==> src/rtl/pong_game_ctrl.sv <==
// Pong game controller: serve/play/point/over sequencing plus paddle, ball and score state.
// Define PONG_P2_AI_EN to make the player 2 paddle follow the ball automatically.
module pong_game_ctrl #(
    parameter int GRID_W        = 40,
    parameter int GRID_H        = 30,
    parameter int P1_PADDLE_X   = 0,
    parameter int P2_PADDLE_X   = 39,
    parameter int PADDLE_HEIGHT = 6,
    parameter int BALL_DIV      = 4,
    parameter int PADDLE_DIV    = 2,
    parameter int SERVE_DELAY   = 30,
    parameter int WIN_SCORE     = 7
) (
    input  logic       clock,
    input  logic       reset,
    input  logic       frame_tick,
    input  logic       start,
    input  logic       p1_up,
    input  logic       p1_down,
    input  logic       p2_up,
    input  logic       p2_down,
    output logic [5:0] p1_paddle_y,
    output logic [5:0] p2_paddle_y,
    output logic [5:0] ball_x,
    output logic [5:0] ball_y,
    output logic [3:0] p1_score,
    output logic [3:0] p2_score,
    output logic       playing,
    output logic       game_over
);

    localparam int SW = $clog2(SERVE_DELAY + 1);
    localparam int BW = $clog2(BALL_DIV + 1);
    localparam int PW = $clog2(PADDLE_DIV + 1);

    localparam logic [5:0] PY0         = 6'((GRID_H - 1 - PADDLE_HEIGHT) / 2);
    localparam logic [5:0] PY_MAX      = 6'(GRID_H - 1 - PADDLE_HEIGHT);
    localparam logic [5:0] Y_MAX       = 6'(GRID_H - 1);
    localparam logic [5:0] CX          = 6'(GRID_W / 2);
    localparam logic [5:0] CY          = 6'(GRID_H / 2);
    localparam logic [5:0] PH          = 6'(PADDLE_HEIGHT);
    localparam logic [5:0] P1_X        = 6'(P1_PADDLE_X);
    localparam logic [5:0] P2_X        = 6'(P2_PADDLE_X);
    localparam logic [5:0] P1_HIT_X    = 6'(P1_PADDLE_X + 1);
    localparam logic [5:0] P2_HIT_X    = 6'(P2_PADDLE_X - 1);
    localparam logic [5:0] P1_BOUNCE_X = 6'(P1_PADDLE_X + 2);
    localparam logic [5:0] P2_BOUNCE_X = 6'(P2_PADDLE_X - 2);
    localparam logic [3:0] WIN         = 4'(WIN_SCORE);

    typedef enum logic [2:0] {
        IDLE,
        SERVE,
        PLAY,
        POINT,
        OVER
    } state_t;

    state_t        state;
    logic [SW-1:0] serve_cnt;
    logic [BW-1:0] ball_div;
    logic [PW-1:0] paddle_div;
    logic          dx_neg;
    logic          dy_neg;

    logic          p2_move_up;
    logic          p2_move_down;
    logic          dy_next;
    logic [5:0]    ball_y_next;
    logic          p1_hit;
    logic          p2_hit;

`ifdef PONG_P2_AI_EN
    logic [5:0] p2_center;
    logic       ai_unused_buttons;
    assign p2_center         = p2_paddle_y + 6'(PADDLE_HEIGHT / 2);
    assign p2_move_up        = ball_y < p2_center;
    assign p2_move_down      = ball_y > p2_center;
    assign ai_unused_buttons = p2_up ^ p2_down;
`else
    assign p2_move_up   = p2_up;
    assign p2_move_down = p2_down;
`endif

    function automatic logic [5:0] paddle_step(input logic [5:0] y, input logic up,
                                               input logic down);
        logic [5:0] r;
        r = y;
        if (up && !down && y != 6'd0)
            r = y - 6'd1;
        else if (down && !up && y < PY_MAX)
            r = y + 6'd1;
        return r;
    endfunction

    // Collision tests use the paddle rows held before this tick's paddle step.
    always_comb begin
        dy_next     = dy_neg ^ ((ball_y == 6'd0 && dy_neg) || (ball_y == Y_MAX && !dy_neg));
        ball_y_next = dy_next ? ball_y - 6'd1 : ball_y + 6'd1;
        p1_hit      = (p1_paddle_y <= ball_y) && (ball_y <= p1_paddle_y + PH);
        p2_hit      = (p2_paddle_y <= ball_y) && (ball_y <= p2_paddle_y + PH);
    end

    always_ff @(posedge clock or posedge reset) begin
        if (reset) begin
            state       <= IDLE;
            serve_cnt   <= '0;
            ball_div    <= '0;
            paddle_div  <= '0;
            p1_paddle_y <= PY0;
            p2_paddle_y <= PY0;
            ball_x      <= CX;
            ball_y      <= CY;
            dx_neg      <= 1'b0;
            dy_neg      <= 1'b0;
            p1_score    <= 4'd0;
            p2_score    <= 4'd0;
            playing     <= 1'b0;
            game_over   <= 1'b0;
        end else if (frame_tick) begin
            case (state)
                IDLE: begin
                    if (start) begin
                        state     <= SERVE;
                        serve_cnt <= '0;
                    end
                end
                SERVE: begin
                    if (serve_cnt == SW'(SERVE_DELAY - 1)) begin
                        state    <= PLAY;
                        playing  <= 1'b1;
                        ball_div <= '0;
                    end else begin
                        serve_cnt <= serve_cnt + 1'b1;
                    end
                end
                PLAY: begin
                    if (paddle_div == PW'(PADDLE_DIV - 1)) begin
                        paddle_div  <= '0;
                        p1_paddle_y <= paddle_step(p1_paddle_y, p1_up, p1_down);
                        p2_paddle_y <= paddle_step(p2_paddle_y, p2_move_up, p2_move_down);
                    end else begin
                        paddle_div <= paddle_div + 1'b1;
                    end

                    if (ball_div == BW'(BALL_DIV - 1)) begin
                        ball_div <= '0;
                        dy_neg   <= dy_next;
                        ball_y   <= ball_y_next;
                        if (dx_neg && ball_x == P1_HIT_X) begin
                            if (p1_hit) begin
                                dx_neg <= 1'b0;
                                ball_x <= P1_BOUNCE_X;
                            end else begin
                                ball_x  <= P1_X;
                                state   <= POINT;
                                playing <= 1'b0;
                                if (p2_score < WIN)
                                    p2_score <= p2_score + 4'd1;
                            end
                        end else if (!dx_neg && ball_x == P2_HIT_X) begin
                            if (p2_hit) begin
                                dx_neg <= 1'b1;
                                ball_x <= P2_BOUNCE_X;
                            end else begin
                                ball_x  <= P2_X;
                                state   <= POINT;
                                playing <= 1'b0;
                                if (p1_score < WIN)
                                    p1_score <= p1_score + 4'd1;
                            end
                        end else begin
                            ball_x <= dx_neg ? ball_x - 6'd1 : ball_x + 6'd1;
                        end
                    end else begin
                        ball_div <= ball_div + 1'b1;
                    end
                end
                POINT: begin
                    if (p1_score == WIN || p2_score == WIN) begin
                        state     <= OVER;
                        game_over <= 1'b1;
                    end else begin
                        // The ball sits on the loser's paddle column, so serve back toward it.
                        state     <= SERVE;
                        serve_cnt <= '0;
                        dx_neg    <= (ball_x == P1_X);
                        ball_x    <= CX;
                        ball_y    <= CY;
                    end
                end
                OVER: begin
                    if (start) begin
                        state       <= SERVE;
                        serve_cnt   <= '0;
                        game_over   <= 1'b0;
                        p1_score    <= 4'd0;
                        p2_score    <= 4'd0;
                        p1_paddle_y <= PY0;
                        p2_paddle_y <= PY0;
                        ball_x      <= CX;
                        ball_y      <= CY;
                    end
                end
                default: state <= IDLE;
            endcase
        end
    end

endmodule

==> config.mk <==
export PLATFORM = sky130hd
export DESIGN_NAME = pong_game_ctrl
export DESIGN_NICKNAME = d
export VERILOG_FILES = /design/src/rtl/pong_game_ctrl.sv
export SDC_FILE = /design/constraint.sdc
export NUM_CORES = 1
export LEC_CHECK = 0
export ABC_AREA = 1
export BUFFER_PORTS_ARGS = -buffer_cell sky130_fd_sc_hd__buf_2
export CAP_MARGIN = 10
export CORE_MARGIN = 2
export CORE_UTILIZATION = 57
export DETAILED_ROUTE_END_ITERATION = 16
export PLACE_DENSITY = 0.8
export SLEW_MARGIN = 20
export SYNTH_ARGS = -nofsm -noshare
export SYNTH_HDL_FRONTEND = slang
export SYNTH_SLANG_ARGS = --single-unit
==> constraint.sdc <==
create_clock -name clock -period 6.1 [get_ports clock]
set_clock_uncertainty 0.1 [all_clocks]
set_input_delay 0.915 -clock clock [delete_from_list [all_inputs] [get_ports clock]]
set_output_delay 0.915 -clock clock [all_outputs]
set_load 0.02 [all_outputs]
==> metrics.md, run 1 <==
| Metric | Value |
|---|---|
| Total CTS buffers | 5 |
| Final WS setup | 3.411 ns |
| Initial DRC Count | 230 |
| Design Area, Final | 4563 um2 |
| NetSw | 1.108 mW |
| Asr flop ratio synth | 1.000 |
| Final Max Tran Viols | 0 |
| Residual DRC | 0 |
| Outcome | finished, final reports clean |
| Gr usage total | 0.2601 |
| Synth warn | 0 |
| Largest cells by area after synthesis | dfrtp_1 (22%), ha_1 (14%), nand2_1 (13%) |
| Worst slack, placed | 3.434 ns |
| Number of distinct library cells after synthesis | 44 |
| Worst setup EP type | flip-flop |
| Share of cells above drive strength 1 | 0.1692 |
| Max-cap violations | 0 |
| Setup bufs post-CTS | 0 |
| Reg2Reg Depth | 16 |
| Syn Area/Cell | 7.548 um2 |
| # resized after CTS | 0 |
| Nets | 655 |
| I/O pin total | 42 |
| Commonest register cell after synthesis | dfrtp_1 |
| CP startpoint kind | flip-flop |
| GPL Wtd Cong | 0.9157 |
| Post-synth top area share | 0.2234 |
| Unrepaired setup endpoints after global routing | no |
| Leakage power | 2.455 nW |
| Num Clock Sinks | 49 |
| Hold Fails Final Rpt | 0 |
| Logic pwr share | 0.612 |
| Crit path max fanout | 8 |
| Critical path startpoint | p1_paddle_y[1] |
| Initial antenna violation count | 0 |
| Pwr/cell area | 473.4 nW/um2 |
| FP Rows | 31 |
| Syn Nets | 608 |
| Cts hold-fix bufs | 0 |
| Clock Latency Late Sink | 0.31 ns |
| Die X | 89.27 um |
| Area post-placement | 4468 um2 |
| Yosys reg bits | 49 |
| Synth area leader | dfrtp_1 |
| Input/output buffers | 41 |
| Data arrival time of the critical path | 2.78 ns |
| Antenna viol nets, final | 0 |
| Synth top cells by count | nand2_1 (141), inv_1 (73), nand3_1 (54), ha_1 (48), dfrtp_1 (37) |
| Grt ovf | 0 |
| Synth Instances | 549 |
| Worst reg2reg setup slack | 3.41 ns |
| # setup viols final | 0 |
| Critical path destination | p2_score[0] |
| Setup CP Type | reg -> reg |
| Vias in the first global route | 3634 |
| Clock root buffer master | clkbuf_8 |
| Total Power | 2.160 mW |
| Die area | 7968 um2 |
| Mapped cell area | 4144 um2 |
| P&R area growth vs syn | 10.11% |
| Most common cell in the synthesized netlist | nand2_1 |
| Tcrit/Tclk final | 0.4409 |
| Clock slew at reported path FFs | 0.09 ns |
| Via count | 3829 |
| P_int | 1.053 mW |
| Average wire per standard cell | 13.76 um |
| Largest net degree at the start of global routing | 50 |
| Reg2reg start | p1_paddle_y[1] |
| H-tree levels | 2 |
| Slew headroom | 0.4284 |
| Post-Route WL | 9.575 mm |
| Via/cell ratio | 5.501 |
| Worst VDD drop | 0.2243 mV |
| CTS tree | done |
| Total Negative Setup Slacks | 0 ns |
| Switching Fraction | 0.5127 |
| First-pass GRT wire length | 16.34 mm |
| Worst reg2reg endpoint | p2_score[0] |
| Register area share after synthesis | 0.2995 |
| Chip height | 89.27 um |
| Starting Density | 0.5806 |
| Min Tclk post-route | 2.689 ns |
| DR pass1 iterations | 6 |
| Core ar. | 7137 um2 |
| EDFF count, synth | 0 |
| Worst Tran Pin Value | 0.8574 ns |
| Worst endpoint required time | 6.19 ns |
| Reg power frac | 0.293 |
| Final HPWL DP | 7.338 mm |
| Min-Delay Path Class | reg -> reg |
| Clk pwr share | 0.095 |
| # diodes | 0 |
| Clk buf depth | 2 |
| Highest Clock Rate | 371.8 MHz |
-- routing by layer --
metal  wire length [um]  vias to the layer above  global-route usage
li1                   -                     1918                   -
met1               4397                     1812              0.3456
met2               4597                       90              0.4411
met3                461                        9             0.03878
met4                119                        0             0.07598
met5                  0                        -                   0
-- final cells by class --
cell class | instances | area [um2]
Clock buffer | 7 | 86.33
Clock inverter | 1 | 7.507
Fill cell | 641 | 2574
Inverter | 80 | 312.8
Multi-Input combinational cell | 419 | 2586
Sequential cell | 49 | 1241
Tap cell | 99 | 123.9
Timing Repair Buffer | 41 | 205.2
-- flip-flops by register name, indices dropped and copies added, names as in the netlist, 2 cells and up --
name,count
serve_cnt,5
p2_score,4
ball_div,3
ball_y,6
p1_paddle_y,6
p1_score,4
p2_paddle_y,6
paddle_div,2
ball_x,6
state,3
-- power groups by stage --
stage / registers, mW / clock network (mW) / logic [mW]
floorplan: 0.674 / 0 / 0.940
global placement: 0.628 / 0 / 1.26
detailed placement: 0.637 / 0 / 1.31
CTS: 0.632 / 0.210 / 1.32
global route: 0.653 / 0.222 / 1.51
finish: 0.634 / 0.205 / 1.32
-- stage by stage --
step,instances,hold slack (ns),util
2_1_floorplan,549,0.3602,-
3_3_place_gp,688,0.3788,0.6261
3_5_place_dp,688,0.3870,0.6261
4_1_cts,696,0.4011,0.6392
5_1_grt,696,0.4211,0.6394
6_report,696,0.3991,0.6394
-- critical path, cell delays in order (launching register included) --
cell and delay [ns]:
dfstp_2 0.60, inv_1 0.11, ha_1 0.23, nor2_1 0.14, xor2_1 0.11, ha_1 0.32, nand2_1 0.08, nor2_1 0.15
nand2_1 0.07, nand3_1 0.07, nand2_1 0.09, nand2_1 0.13, nand2_1 0.06, nand2_1 0.07, nand2_2 0.10, nand2_1 0.08
o21ai_0 0.08
-- cell families (layout without fill, tap and decap cells) --
family | after synthesis | count (layout) | share of synthesized area
buffers and inverters | 81 | 129 | 0.07639
and+or+nand+nor | 269 | 269 | 0.3059
adders and majority gates | 51 | 51 | 0.1594
AOI/OAI and AO/OA | 80 | 80 | 0.1187
DFF | 49 | 49 | 0.2995
xor gates and xnor gates | 19 | 19 | 0.04016
-- placed cells by master, fill, tap and decap left out, types with 2 or more instances in the layout --
| cell | netlist | layout |
|---|---|---|
| a21oi_1 | 23 | 23 |
| a22oi_1 | 4 | 4 |
| buf_2 | 1 | 41 |
| clkbuf_8 | 0 | 6 |
| clkinv_2 | 1 | 2 |
| dfrtp_1 | 37 | 37 |
| dfstp_2 | 12 | 12 |
| fa_1 | 3 | 3 |
| ha_1 | 48 | 48 |
| inv_1 | 73 | 72 |
| inv_2 | 4 | 4 |
| nand2_1 | 141 | 141 |
| nand2_2 | 5 | 5 |
| nand3_1 | 54 | 54 |
| nand3_2 | 3 | 3 |
| nand3b_1 | 2 | 2 |
| nand4_1 | 11 | 11 |
| nand4_2 | 3 | 3 |
| nor2_1 | 26 | 26 |
| nor2_2 | 7 | 7 |
| nor2_4 | 2 | 2 |
| nor3_1 | 5 | 5 |
| nor3b_1 | 2 | 2 |
| o21ai_0 | 25 | 25 |
| o21ai_1 | 7 | 7 |
| o21ai_2 | 2 | 2 |
| o21bai_1 | 8 | 8 |
| o221ai_1 | 2 | 2 |
| o22ai_2 | 2 | 2 |
| or2_2 | 4 | 4 |
| xnor2_1 | 8 | 8 |
| xor2_1 | 11 | 11 |
-- worst min path at each step --
stage / end / slack [ns] / start / cells after the start
final: paddle_div[0] / 0.40 / paddle_div[0] / 1
after global routing: paddle_div[0] / 0.42 / paddle_div[0] / 1
after CTS: paddle_div[0] / 0.40 / paddle_div[0] / 1
after detailed placement: game_over / 0.39 / game_over / 2
after global placement: paddle_div[1] / 0.38 / paddle_div[0] / 1
after floorplan: paddle_div[1] / 0.36 / paddle_div[0] / 1
Power figures use the tool's default switching activity.
==> run 2: changes to the inputs <==
--- a/config.mk
+++ b/config.mk
@@ -9,7 +9,7 @@
 export BUFFER_PORTS_ARGS = -buffer_cell sky130_fd_sc_hd__buf_2
 export CAP_MARGIN = 10
 export CORE_MARGIN = 2
-export CORE_UTILIZATION = 57
+export CORE_UTILIZATION = 54
 export DETAILED_ROUTE_END_ITERATION = 16
 export PLACE_DENSITY = 0.8
 export SLEW_MARGIN = 20
==> constraint.sdc (replaced) <==
create_clock -name clock -period 2.31 [get_ports clock]
set_clock_uncertainty 0.1 [all_clocks]
set_input_delay 0.3465 -clock clock [delete_from_list [all_inputs] [get_ports clock]]
set_output_delay 0.3465 -clock clock [all_outputs]
set_load 0.02 [all_outputs]
==> run 2 against run 1 <==
Critical path type unchanged. Global-route usage up 0.22 points. Clock-buffer cell count down 2. Final cell count up 6.6%. The flow now finishes with violations (negative setup slack). Maximum frequency up 12%. Power rose to 3.2 times the previous value. First-iteration DRC count up 51%.
==> metrics.md, run 2 (same netlist as run 1, synthesis figures left out) <==
| Metric | Value |
|---|---|
| Outcome | complete, but fails checks (was finished, final reports clean) |
| Failing checks | negative setup slack |
| Num Clock Sinks | 49 (unchanged) |
| Worst endpoint required time | 2.42 ns (was 6.19 ns) |
| GPL Wtd Cong | 0.9213 (was 0.9157) |
| Via/cell ratio | 5.585 (was 5.501) |
| Setup CP Type | reg -> reg (unchanged) |
| Unrepaired setup endpoints after global routing | yes (was no) |
| P&R area growth vs syn | 25.97% (was 10.11%) |
| DR pass1 iterations | 5 (was 6) |
| DRT met1 WL | 5.028 mm (was 4.397 mm) |
| Gr usage total | 0.2622 (was 0.2601) |
| Hold Fails Final Rpt | 0 (unchanged) |
| Highest Clock Rate | 417.1 MHz (was 371.8 MHz) |
| I/O pin total | 42 (unchanged) |
| Largest net degree at the start of global routing | 31 (was 50) |
| Post-Route WL | 11.54 mm (was 9.575 mm) |
| Reg2Reg Depth | 14 (was 16) |
| Chip height | 91.60 um (was 89.27 um) |
| Nets | 701 (was 655) |
| Max-cap violations | 0 (unchanged) |
| Initial antenna violation count | 0 (unchanged) |
| Hold_sp | frame_tick (was paddle_div[0]) |
| Worst setup EP type | flip-flop (unchanged) |
| Grt ovf | 0 (unchanged) |
| Min Hold Slack | 0.2860 ns (was 0.3991 ns) |
| FP Rows | 31 (unchanged) |
| Slew headroom | 0.7203 (was 0.4284) |
| CTS tree | done (unchanged) |
| First-pass GRT wire length | 17.94 mm (was 16.34 mm) |
| Min Tclk post-route | 2.398 ns (was 2.689 ns) |
| Via count | 4144 (was 3829) |
| Final Max Tran Viols | 0 (unchanged) |
| Clock slew at reported path FFs | 0.11 ns (was 0.09 ns) |
| Crit path max fanout | 4 (was 8) |
| Leakage power | 2.704 nW (was 2.455 nW) |
| H-tree levels | 2 (unchanged) |
| Most frequent cells in the layout | nand2_1 (122), inv_1 (66), nand3_1 (47), buf_4 (44), ha_1 (43) (was nand2_1 (141), inv_1 (72), nand3_1 (54), ha_1 (48), buf_2 (41)) |
| Initial DRC Count | 347 (was 230) |
| Data arrival time of the critical path | 2.51 ns (was 2.78 ns) |
| Pwr/cell area | 1330 nW/um2 (was 473.4 nW/um2) |
| Worst reg2reg setup slack | -0.09 ns (was 3.41 ns) |
| Tcrit/Tclk final | 1.038 (was 0.4409) |
| Average wire per standard cell | 15.56 um (was 13.76 um) |
| Final WS setup | -0.08757 ns (was 3.411 ns) |
| Area post-placement | 4780 um2 (was 4468 um2) |
| Die area | 8391 um2 (was 7968 um2) |
| Multi-input logic area | 2889 um2 (was 2586 um2) |
| Clk buf depth | 2 (unchanged) |
| Clock root buffer master | clkbuf_8 (unchanged) |
| Min-Delay Path Class | in -> reg (was reg -> reg) |
| Met2 routed WL | 5.614 mm (was 4.597 mm) |
| Residual DRC | 0 (unchanged) |
| Worst reg2reg endpoint | state[1] (was p2_score[0]) |
| Fillcell total | 548 (was 641) |
| Worst hold endpoint | playing (was paddle_div[0]) |
| Share of cells above drive strength 1 | 0.3157 (was 0.1692) |
| # diodes | 0 (unchanged) |
| Antenna viol nets, final | 0 (unchanged) |
| Clock Latency Late Sink | 0.32 ns (was 0.31 ns) |
| Reg area | 1242 um2 (was 1241 um2) |
| Total CTS buffers | 5 (unchanged) |
| Top layer reached by signal wires | met4 (unchanged) |
| Final HPWL DP | 8.193 mm (was 7.338 mm) |
| Reg2reg start | p2_paddle_y[1] (was p1_paddle_y[1]) |
| CP startpoint kind | flip-flop (unchanged) |
| Design Area, Final | 5220 um2 (was 4563 um2) |
| Total Power | 6.945 mW (was 2.160 mW) |
| Input/output buffers | 41 (unchanged) |
| Most common cell after layout, fill and taps aside | nand2_1 (unchanged) |
| Die X | 91.60 um (was 89.27 um) |
| Vias in the first global route | 3800 (was 3634) |
| Worst VDD drop | 0.8142 mV (was 0.2243 mV) |
| Worst Tran Pin Value | 0.4195 ns (was 0.8574 ns) |
| Core ar. | 7331 um2 (was 7137 um2) |
| WL met3 | 642 um (was 461 um) |
| Starting Density | 0.5653 (was 0.5806) |
| # setup viols final | 7 (was 0) |
| Hold Path Depth | 3 (was 1) |
-- run 2: changes by cell type in the layout (fill, tap and decap cells not counted), sizes merged --
cell	delta
inv	+2
dlygate4sd3	+1
clkbuf	-2
buf	+45
-- run 2: worst max-delay path, stage by stage (launching register included) --
cell and delay [ns]:
dfstp_2 0.56, inv_2 0.05, ha_4 0.16, nor2_4 0.12, xor2_1 0.08, ha_1 0.31, nand2_2 0.06, nor2_2 0.10
nand2_1 0.07, nand3_1 0.08, nand2_2 0.10, nand3_4 0.09, nand3_4 0.12, o21bai_1 0.21, nand2_1 0.09
-- run 2: routing by layer --
| metal | track usage | up-vias |
|---|---|---|
| li1 | - | 2008 |
| met3 | 0.03568 | 30 |
| met5 | 0 | - |
| met2 | 0.4357 | 170 |
| met4 | 0.05429 | 0 |
| met1 | 0.3656 | 1936 |
-- run 2: how the worst max path moves through the flow --
stage              startpoint     endpoint
3_3_place_gp   p1_paddle_y[1]  p2_score[0]
6_report       p2_paddle_y[1]     state[1]
4_1_cts        p2_paddle_y[1]     state[1]
2_1_floorplan  p2_paddle_y[1]       dx_neg
5_1_grt        p2_paddle_y[1]     state[1]
3_5_place_dp   p1_paddle_y[1]  p2_score[2]
-- run 2: final cells by class --
cell class / instances / share of cell area
Sequential cell: 49 / 0.2380
Timing Repair Buffer: 87 / 0.1067
Multi-Input combinational cell: 419 / 0.5535
Tap cell: 99 / 0.02373
Inverter: 80 / 0.06016
Clock buffer: 5 / 0.01318
Clock inverter: 3 / 0.004794
-- run 2: per-stage QoR --
stage | util | cells | setup WS [ns] | setup TNS, ns
floorplan | - | 549 | 0.01392 | 0
global placement | 0.6520 | 726 | 0.01934 | 0
detailed placement | 0.6520 | 726 | -0.1018 | -0.8390
CTS | 0.6800 | 739 | -0.02970 | -0.1180
global route | 0.7121 | 742 | -0.1414 | -1.694
finish | 0.7121 | 742 | -0.08757 | -0.2065
-- run 2: timing repair --
item	CTS	global route
gates resized for setup	21	53
hold buffers	1	0
buffers inserted	4	3
pin swaps	20	25
endpoints found under the hold margin	19	0
endpoints found under the setup margin	15	18
-- run 2: where the power goes --
group          leakage [nW]  internal [mW]  switching (mW)
Sequential            0.609           1.20           0.372
Clock                0.0447          0.220           0.332
Combinational          2.05           1.95            2.87
==> run 3: changes to the inputs <==
--- a/config.mk
+++ b/config.mk
@@ -6,7 +6,7 @@
 export NUM_CORES = 1
 export LEC_CHECK = 0
 export ABC_AREA = 1
-export BUFFER_PORTS_ARGS = -buffer_cell sky130_fd_sc_hd__buf_2
+export BUFFER_PORTS_ARGS = -buffer_cell sky130_fd_sc_hd__buf_4
 export CAP_MARGIN = 10
 export CORE_MARGIN = 2
 export CORE_UTILIZATION = 54
==> run 3 against run 2 <==
The flow still finishes with violations (negative setup slack). Via count is 0.39% lower. First-iteration DRC count is 20% higher. Routed wire length is 0.94% lower. Critical path depth is the same. Sequential power about the same. Flip-flop and latch count is the same. Sequential share of layout area fell by 0.24 points. Cell area up 1.0%. Utilization increased by 0.73 points.
==> metrics.md, run 3 (same netlist as run 1, synthesis figures left out) <==
| Metric | Value |
|---|---|
| Via/cell ratio | 5.609 (was 5.585) |
| Clock slew at reported path FFs | 0.09 ns (was 0.11 ns) |
| Total Negative Setup Slacks | -0.7468 ns (was -0.2065 ns) |
| Worst Tran Pin Value | 0.6311 ns (was 0.4195 ns) |
| Slew headroom | 0.5792 (was 0.7203) |
| Initial antenna violation count | 0 (unchanged) |
| Initial DRC Count | 415 (was 347) |
| DR pass1 iterations | 5 (unchanged) |
| H-tree levels | 2 (unchanged) |
| # diodes | 0 (unchanged) |
| Critical path startpoint | p1_paddle_y[1] (was p2_paddle_y[1]) |
| Non-Filler Instances | 736 (was 742) |
| Final Max Tran Viols | 0 (unchanged) |
| Most frequent cells in the layout | nand2_1 (125), buf_4 (82), inv_1 (69), nand3_1 (47), ha_1 (43) (was nand2_1 (122), inv_1 (66), nand3_1 (47), buf_4 (44), ha_1 (43)) |
| Total Power | 7.107 mW (was 6.945 mW) |
| Fillcell total | 550 (was 548) |
| Worst reg2reg endpoint | state[0] (was state[1]) |
| Leakage power | 2.730 nW (was 2.704 nW) |
| Max-cap violations | 0 (unchanged) |
| Residual DRC | 0 (unchanged) |
| Gr usage total | 0.2759 (was 0.2622) |
| Chip height | 91.60 um (unchanged) |
| Tcrit/Tclk final | 1.048 (was 1.038) |
| Core ar. | 7331 um2 (unchanged) |
| Num Clock Sinks | 49 (unchanged) |
| Final core occ | 0.7194 (was 0.7121) |
| Outcome | complete, but fails checks (unchanged) |
| Final WS setup | -0.1116 ns (was -0.08757 ns) |
| Cts hold-fix bufs | 0 (was 1) |
| Multi-input logic area | 2877 um2 (was 2889 um2) |
| Worst setup EP type | flip-flop (unchanged) |
| I/O pin total | 42 (unchanged) |
| Die X | 91.60 um (unchanged) |
| Placed instance count | 726 (unchanged) |
| P&R area growth vs syn | 27.26% (was 25.97%) |
| Post-Route WL | 11.44 mm (was 11.54 mm) |
| Starting Density | 0.5653 (unchanged) |
| Min Tclk post-route | 2.422 ns (was 2.398 ns) |
| Worst endpoint required time | 2.41 ns (was 2.42 ns) |
| Grt ovf | 0 (unchanged) |
| FP Rows | 31 (unchanged) |
| Via count | 4128 (was 4144) |
| First-pass GRT wire length | 18.98 mm (was 17.94 mm) |
| Input/output buffers | 41 (unchanged) |
| Total CTS buffers | 5 (unchanged) |
| Largest net degree at the start of global routing | 50 (was 31) |
| CP startpoint kind | flip-flop (unchanged) |
| GPL Wtd Cong | 0.8959 (was 0.9213) |
| Min-Delay Path Class | in -> async (was in -> reg) |
| Failing checks | negative setup slack (unchanged) |
| Nets | 696 (was 701) |
| Clock Latency Late Sink | 0.31 ns (was 0.32 ns) |
| Vias in the first global route | 4093 (was 3800) |
| Worst reg2reg setup slack | -0.11 ns (was -0.09 ns) |
| Share of cells above drive strength 1 | 0.2967 (was 0.3157) |
| Min Hold Slack | 0.09430 ns (was 0.2860 ns) |
| Reg2reg start | p1_paddle_y[1] (was p2_paddle_y[1]) |
| Unrepaired setup endpoints after global routing | yes (unchanged) |
| Antenna viol nets, final | 0 (unchanged) |
| Reg2Reg Depth | 14 (unchanged) |
| Highest Clock Rate | 412.9 MHz (was 417.1 MHz) |
| CTS tree | done (unchanged) |
| Data arrival time of the critical path | 2.52 ns (was 2.51 ns) |
| Crit path max fanout | 5 (was 4) |
| Final HPWL DP | 8.118 mm (was 8.193 mm) |
| Clock root buffer master | clkbuf_8 (unchanged) |
| Worst VDD drop | 0.8056 mV (was 0.8142 mV) |
| Reg area | 1242 um2 (unchanged) |
| # setup viols final | 9 (was 7) |
| Hold Fails Final Rpt | 0 (unchanged) |
| Average wire per standard cell | 15.54 um (was 15.56 um) |
| Most common cell after layout, fill and taps aside | nand2_1 (unchanged) |
| Pwr/cell area | 1348 nW/um2 (was 1330 nW/um2) |
| Die area | 8391 um2 (unchanged) |
| Clk buf depth | 2 (unchanged) |
| Setup CP Type | reg -> reg (unchanged) |
run 3: metal layers:
layer	part of all wire	track usage
met5	0	0
met4	0.021	0.07955
met2	0.48	0.4583
met3	0.072	0.04149
met1	0.43	0.3723
run 3: report_power, final:
group | internal (mW) | total [mW] | switching [mW] | leakage [nW]
registers | 1.20 | 1.58 | 0.380 | 0.609
logic | 2.03 | 4.91 | 2.88 | 2.07
clock network | 0.315 | 0.615 | 0.300 | 0.0540
total | 3.55 | 7.11 | 3.56 | 2.73
run 3: layout make-up:
cell class | instances | share of cell area
sequential | 49 | 0.2356
clock buffer | 5 | 0.01305
tap | 99 | 0.02349
timing repair buffer | 82 | 0.1167
inverter | 80 | 0.05907
clock inverter | 2 | 0.006643
multi-input combinational | 419 | 0.5454
run 3: how the worst max path moves through the flow:
stage	to	slack, ns	cells after the start
after global routing	state[0]	-0.21	14
after floorplan	dx_neg	0.01	15
after global placement	p2_score[0]	0.02	16
final	state[0]	-0.11	14
after detailed placement	p2_score[2]	-0.09	16
after CTS	p2_score[2]	-0.01	16
run 3: repair_timing:
item                       4_1_cts  5_1_grt
setup endpoints to repair       14       20
pin swaps                       12       17
setup buffers                    2        1
gates resized for setup         17       47
run 3: per-stage QoR:
| step | instance area, um2 | worst slack, ns |
|---|---|---|
| 3_5_place_dp | 4882 | -0.08608 |
| 5_1_grt | 5274 | -0.2091 |
| 2_1_floorplan | 4170 | 0.01392 |
| 6_report | 5274 | -0.1116 |
| 3_3_place_gp | 4882 | 0.02334 |
| 4_1_cts | 5074 | -0.01222 |
run 3: worst max-delay path, cell delays in order, from the launching register on:
cell      delay [ns]
dfstp_2         0.57
inv_2           0.06
ha_4            0.17
nor2_4          0.09
xor2_1          0.07
ha_1            0.33
nand2_2         0.10
nor2_4          0.11
nand2_2         0.09
nand3_4         0.08
nand2_4         0.08
nand3_4         0.09
nand2_4         0.08
o21bai_1        0.19
nand2_1         0.08
